[config.mk]
export PLATFORM = sky130hd
export DESIGN_NAME = sync_fifo_param
export DESIGN_NICKNAME = d
export VERILOG_FILES = /design/src/rtl/sync_fifo_param.sv
export SDC_FILE = /design/constraint.sdc
export NUM_CORES = 1
export LEC_CHECK = 0
export CELL_PAD_IN_SITES_DETAIL_PLACEMENT = 1
export CELL_PAD_IN_SITES_GLOBAL_PLACEMENT = 1
export CORE_ASPECT_RATIO = 0.8
export CORE_MARGIN = 3
export CORE_UTILIZATION = 51
export DETAILED_ROUTE_END_ITERATION = 10
export PLACE_DENSITY = 0.88
export SYNTH_ARGS = -nofsm -noshare
export SYNTH_HDL_FRONTEND = slang
export SYNTH_SLANG_ARGS = --single-unit
[constraint.sdc]
create_clock -name clk -period 3.21 [get_ports clk]
set_input_delay 0.4815 -clock clk [delete_from_list [all_inputs] [get_ports clk]]
set_output_delay 0.4815 -clock clk [all_outputs]
set_load 0.02 [all_outputs]
[src/rtl/sync_fifo_param.sv]
// Single-clock FIFO with configurable width/depth (any depth >= 2), occupancy count,
// almost-full/almost-empty thresholds, sticky error flags and a registered read port.
module sync_fifo_param #(
    parameter int WIDTH        = 8,
    parameter int DEPTH        = 16,
    parameter int AFULL_LEVEL  = DEPTH - 2,
    parameter int AEMPTY_LEVEL = 2,
    localparam int CW          = $clog2(DEPTH + 1)
) (
    input  logic             clk,
    input  logic             reset,
    input  logic             push,
    input  logic [WIDTH-1:0] data_in,
    input  logic             pop,
    output logic [WIDTH-1:0] data_out,
    output logic             data_valid,
    output logic             full,
    output logic             empty,
    output logic             almost_full,
    output logic             almost_empty,
    output logic [CW-1:0]    count,
    output logic             overflow,
    output logic             underflow,
    input  logic             clear_err
);

    localparam int PW = (DEPTH > 2) ? $clog2(DEPTH) : 1;

    localparam logic [PW-1:0] PTR_LAST  = PW'(DEPTH - 1);
    localparam logic [PW-1:0] PTR_ONE   = PW'(1);
    localparam logic [PW-1:0] PTR_ZERO  = {PW{1'b0}};
    localparam logic [CW-1:0] CNT_FULL  = CW'(DEPTH);
    localparam logic [CW-1:0] CNT_ONE   = CW'(1);
    localparam logic [CW-1:0] CNT_ZERO  = {CW{1'b0}};
    localparam logic [CW-1:0] CNT_AFULL = CW'(AFULL_LEVEL);
    localparam logic [CW-1:0] CNT_AEMPT = CW'(AEMPTY_LEVEL);

    logic [WIDTH-1:0] mem_r [DEPTH];
    logic [PW-1:0]    wr_ptr_r;
    logic [PW-1:0]    rd_ptr_r;
    logic [CW-1:0]    count_r;
    logic [WIDTH-1:0] data_out_r;
    logic             data_valid_r;
    logic             overflow_r;
    logic             underflow_r;

    logic             full_s;
    logic             empty_s;
    logic             pop_ok_s;
    logic             push_ok_s;
    logic [CW-1:0]    count_nxt_s;
    logic [PW-1:0]    wr_ptr_nxt_s;
    logic [PW-1:0]    rd_ptr_nxt_s;

    assign full_s  = (count_r == CNT_FULL);
    assign empty_s = (count_r == CNT_ZERO);

    // Acceptance and next-state arithmetic, all decoded from the registered count.
    always_comb begin
        pop_ok_s  = pop & ~empty_s;
        push_ok_s = push & (~full_s | pop_ok_s);

        case ({push_ok_s, pop_ok_s})
            2'b10:   count_nxt_s = count_r + CNT_ONE;
            2'b01:   count_nxt_s = count_r - CNT_ONE;
            default: count_nxt_s = count_r;
        endcase

        // Explicit wrap compare so non-power-of-two depths work.
        if (wr_ptr_r == PTR_LAST) begin
            wr_ptr_nxt_s = PTR_ZERO;
        end else begin
            wr_ptr_nxt_s = wr_ptr_r + PTR_ONE;
        end

        if (rd_ptr_r == PTR_LAST) begin
            rd_ptr_nxt_s = PTR_ZERO;
        end else begin
            rd_ptr_nxt_s = rd_ptr_r + PTR_ONE;
        end
    end

    // Storage array: written on accepted push only, never reset.
    always_ff @(posedge clk) begin
        if (!reset && push_ok_s) begin
            mem_r[wr_ptr_r] <= data_in;
        end
    end

    // Pointers, occupancy, read port and sticky error flags.
    always_ff @(posedge clk) begin
        if (reset) begin
            wr_ptr_r     <= PTR_ZERO;
            rd_ptr_r     <= PTR_ZERO;
            count_r      <= CNT_ZERO;
            data_out_r   <= {WIDTH{1'b0}};
            data_valid_r <= 1'b0;
            overflow_r   <= 1'b0;
            underflow_r  <= 1'b0;
        end else begin
            count_r      <= count_nxt_s;
            data_valid_r <= pop_ok_s;
            if (push_ok_s) begin
                wr_ptr_r <= wr_ptr_nxt_s;
            end
            if (pop_ok_s) begin
                rd_ptr_r   <= rd_ptr_nxt_s;
                data_out_r <= mem_r[rd_ptr_r];
            end
            // A new error in the same cycle as clear_err keeps the flag set.
            if (push && !push_ok_s) begin
                overflow_r <= 1'b1;
            end else if (clear_err) begin
                overflow_r <= 1'b0;
            end
            if (pop && !pop_ok_s) begin
                underflow_r <= 1'b1;
            end else if (clear_err) begin
                underflow_r <= 1'b0;
            end
        end
    end

    assign data_out     = data_out_r;
    assign data_valid   = data_valid_r;
    assign count        = count_r;
    assign full         = full_s;
    assign empty        = empty_s;
    assign almost_full  = (count_r >= CNT_AFULL);
    assign almost_empty = (count_r <= CNT_AEMPT);
    assign overflow     = overflow_r;
    assign underflow    = underflow_r;

endmodule
* Word level (Yosys, flattened, before mapping)
Memory sizes are Yosys's and may differ from the RTL's. A register that Yosys moved wholly into a read port is not among the register bits. Index checks and enable logic that the tools add are counted.
Storage, ports and cells: flip-flop bits (word level) 16, bits in writable memories 128, bits of input ports 13, logic and storage cells 41, memories kept 1
Memory list:
- mem_r | depth 16, width 8, rd ports 1, clocked after Yosys merged registers in 1, write ports 1, line 38 | logic [WIDTH-1:0] mem_r [DEPTH];
Cells by class: $add $sub $neg 4, $lt $le $gt $ge 2, equal/unequal tests 5, muxes and demuxes 8, bitwise gates (word level) 5, reductions and logical operators 10
Operators by type and width (count):
- $pmux W5 S2 | 1
- $add A4 B1 Y4 const B | 2
- $eq A4 B4 Y1 const B | 2
- $mux W4 | 2
- $reduce_bool A2 Y1 | 3
- $add A5 B1 Y5 const B | 1
- $eq A5 B5 Y1 const B | 1
- $ge A5 B4 Y1 const B | 1
- $le A5 B2 Y1 const B | 1
- $logic_not A5 Y1 | 1
- $mux W1 | 5
- $sub A5 B1 Y5 const B | 1
- $logic_and A1 B1 Y1 | 3
- $logic_not A1 Y1 | 3
- $and A1 B1 Y1 | 2
- $eq A2 B1 Y1 const B | 1
- $eq A2 B2 Y1 const B | 1
- $not A1 Y1 | 2
- $or A1 B1 Y1 | 1

* Logic depth before layout (Yosys ltp)
word-level depth 8, depth in mapped cells 9

* Least setup slack after synthesis
No wires, ideal clock.
path type register -> register, from register count_r[0] (netlist: count[0]), to register count_r[4] (netlist: count[4]), setup time 0.062 ns, data arrival time 2.688 ns, data required time 3.148 ns, setup slack 0.460 ns, stages on the path, launching flop included 10, buffers on the path 1, cell sequence dfxtp_1 > or4_4 > o21ai_4 > buf_2 > nor2_1 > fa_1 > a21o_1 > a21o_1 > o311a_1 > nand3_1
On the way: word-level cells in the longest chain between the ends 7
Ends and longest elaborated chain:
- from (decl) | line 41 | logic [CW-1:0] count_r;
- from (signal assigned) | line 101 | count_r <= count_nxt_s;
- $logic_not A5 Y1 | line 56 | assign empty_s = (count_r == CNT_ZERO);
- $not A1 Y1 | line 60 | pop_ok_s = pop & ~empty_s;
- $and A1 B1 Y1 | line 60
- $or A1 B1 Y1 | line 61 | push_ok_s = push & (~full_s | pop_ok_s);
- $and A1 B1 Y1 | line 61
- $eq A2 B1 Y1 / $eq A2 B2 Y1 (equally long branches) | line 63 | case ({push_ok_s, pop_ok_s})
- $pmux W5 S2 / $reduce_bool A2 Y1 (equally long branches)
Parallel ways exist; a longest one is shown, timed or not. A chain may end at the register's enable or synchronous reset.

* Final worst setup path
from register count_r[0] (netlist: count[0]), to output full
On the way: word-level cells in the longest chain between the ends 1
Ends and longest elaborated chain:
- $eq A5 B5 Y1 | line 55 | assign full_s = (count_r == CNT_FULL);
- to (decl) | line 17 | output logic full,
No other way between the ends.

==> results.json <==
{
  "status": "finished clean",
  "drc": 0,
  "crit_path_end_kind": "output pin",
  "rows": 35,
  "setup_viol": 0,
  "io_buffers": 32,
  "numCtsBuffers": 17,
  "cts_resized": 0,
  "postSynthAreaPerCell_sq_um": 16.8,
  "ys_ff_latch": 152,
  "cts_tree": "yes",
  "cp-start-kind": "register",
  "cts.path.max_buffers": 2,
  "hold_viol": 0,
  "antenna_cells": 0,
  "ys.flop_type": "edfxtp_1",
  "crit_path_max_incr_delay_ns": 0.60,
  "final_cell_mix": "edfxtp_1, clkdlybuf4s50_1, nor2_1",
  "timing.setup.tns_ns": 0,
  "drive_gt1_share_pct": 19.7,
  "grtUsageTotal_pct": 24.1,
  "post_cts_buffers": 0,
  "drt_iter0_markers": 351,
  "core_sq_mm": 0.0116,
  "ys_seq_area_share_pct": 70.2,
  "antenna_found_initial": 0,
  "grt_pass1_vias": 3768,
  "skew_ns": 0.0124,
  "rsz0062_at_grt": "no",
  "maxCapViolCount": 0,
  "synth.area.mux_share_pct": 13.6,
  "synth_top_family_by_area": "multiplexers",
  "crit_type": "register to output pin",
  "area_delta_synth_final_pct": 19.0,
  "synth_cells": 367,
  "fill_cells": 1016,
  "synth_area_sq_mm": 0.00616,
  "dpl.hpwl_um": 9390,
  "dp_cells": 552,
  "drtPass1Iterations": 5,
  "die_height_um": 104,
  "critPathSlowestCell": "clkdlybuf4s50_1",
  "power.density_mw_per_mm2": 782,
  "final_cells": 584,
  "design_area_sq_mm": 0.00734,
  "drt-total-wl_um": 15000,
  "io_pins": 33,
  "arrival_ns": 2.21,
  "die-area_sq_mm": 0.0134,
  "layout_min_cycle_time_ns": 2.69,
  "clk_pin_slew_ns": 0.06,
  "drtAntennaViolNets": 0,
  "synth-simple-area-share_pct": 6.56,
  "worstMarginPinSlew_ns": 0.931,
  "start_util_pct": 52.9,
  "synth_compound_area_share_pct": 5.87,
  "finalPower_uw": 5740,
  "root_buffer": "clkbuf_16",
  "cts.sinks": 152,
  "gp_congestion": 0.773,
  "ir_drop_mv": 0.577,
  "cp_max_fo": 8,
  "die_w_um": 129,
  "grt_max_degree": 34,
  "hp-class": "register to register",
  "wire_per_inst_um": 25.8,
  "synth_warnings": 0,
  "p_leak_uw": 0.00242,
  "min_period_over_period_pct": 83.7,
  "viasPerCell": 6.12,
  "cp.required_ns": 2.73,
  "utilization_pct": 63.0,
  "synth_cell_types": 46,
  "placed_area_sq_mm": 0.00676,
  "grt_pass1_wl_um": 23500,
  "synthArstFlopShare_pct": 0,
  "cp_cell_sequence": "nor4_2 -> and2_1 -> clkdlybuf4s50_1",
  "max_freq_mhz": 372,
  "grt_overflow": 0,
  "nets": 445,
  "clk_latency_ns": 0.43,
  "slew_headroom_pct": 37.9,
  "mostFrequentLayoutCell": "edfxtp_1",
  "vias": 3574,
  "postCtsHoldBufs": 0,
  "finalMaxSlewViolations": 0,
  "ctsHtreeMaxLevel": 4,
  "synthXorXnorAreaFrac_pct": 0.284,
  "syn_nets": 389,
  "synth_edf_count": 128,
  "synthAdderAreaFrac_pct": 1.95
}
## layer usage
| layer | GRT usage [%] | wire, um |
|---|---|---|
| met5 | 0 | 0 |
| met4 | 6.37 | 249 |
| met3 | 6.98 | 708 |
| met2 | 38.9 | 7600 |
| met1 | 32.2 | 6490 |
## through the flow
stage	hold WS, ns	setup slack, ns
after floorplan	0.533	0.460
after global placement	0.458	0.574
after detailed placement	0.476	0.405
after CTS	0.485	0.498
after global routing	0.514	0.390
final	0.480	0.522
## power breakdown
group	switching (uW)	internal (uW)	total, uW	leakage, uW
sequential	166	2250	2410	0.00135
clock	816	1150	1960	0.000282
combinational	713	650	1360	0.000785
## area by class of cell
type | instances | area (sq um) | area share [%]
timing repair buffer | 55 | 493 | 6.72
inverter | 5 | 18.8 | 0.256
multi-input combinational | 192 | 1740 | 23.7
sequential | 152 | 4320 | 58.9
clock buffer | 17 | 425 | 5.80
clock inverter | 15 | 149 | 2.03
tap | 148 | 185 | 2.52
## worst paths after layout
kind	from	to	slack, ns	cells after the start
hold reg to reg	overflow$_SDFFE_PP0P_	overflow$_SDFFE_PP0P_	0.48	2
setup / recovery	count[0]$_SDFFE_PP0P_	full	0.52	3
setup reg to reg	count[0]$_SDFFE_PP0P_	count[4]$_SDFFE_PP0P_	0.67	8
hold / removal	overflow$_SDFFE_PP0P_	overflow$_SDFFE_PP0P_	0.48	2
## synthesized netlist by cell type (2+ instances only)
library cell	count	area share, %
mux2i_1	17	2.8
mux2_1	2	0.37
a211o_1	2	0.28
dfxtp_1	24	7.8
a21oi_1	10	0.81
nor2_1	29	1.8
clkbuf_1	8	0.49
a31oi_1	2	0.20
a21o_1	3	0.37
nor2b_1	6	0.61
nor4_1	2	0.20
inv_1	5	0.30
ha_1	8	1.6
a41oi_1	2	0.28
o22ai_1	6	0.61
a211oi_1	13	1.6
a22oi_1	6	0.73
buf_1	3	0.18
nand2_1	16	0.97
nor3_1	8	0.65
buf_2	6	0.49
edfxtp_1	128	62
nand3_1	5	0.41
nand2b_1	7	0.71
mux4_2	28	10
## logic make-up (layout without fill, tap and decap cells)
| logic type | Yosys count | after routing |
|---|---|---|
| compound gates | 51 | 51 |
| xor+xnor | 2 | 2 |
| fa+ha+maj | 9 | 9 |
| buf+inv | 23 | 92 |
| flops | 152 | 152 |
| mux | 48 | 48 |
| simple gates | 82 | 82 |
## state kept, by name (all words and copies together) (netlist names)
name	cells
data_valid	1
overflow	1
underflow	1
rd_ptr_r	4
mem_r	128
wr_ptr_r	4
data_out	8
count	5
## worst max-delay path, delay by kind of cell (launching register included)
family                 cells  cell delay, ns
buffers and inverters      1            0.60
AND/OR/NAND/NOR            2            0.79
flip-flops                 1            0.40
(Power assumes the default switching activity.)
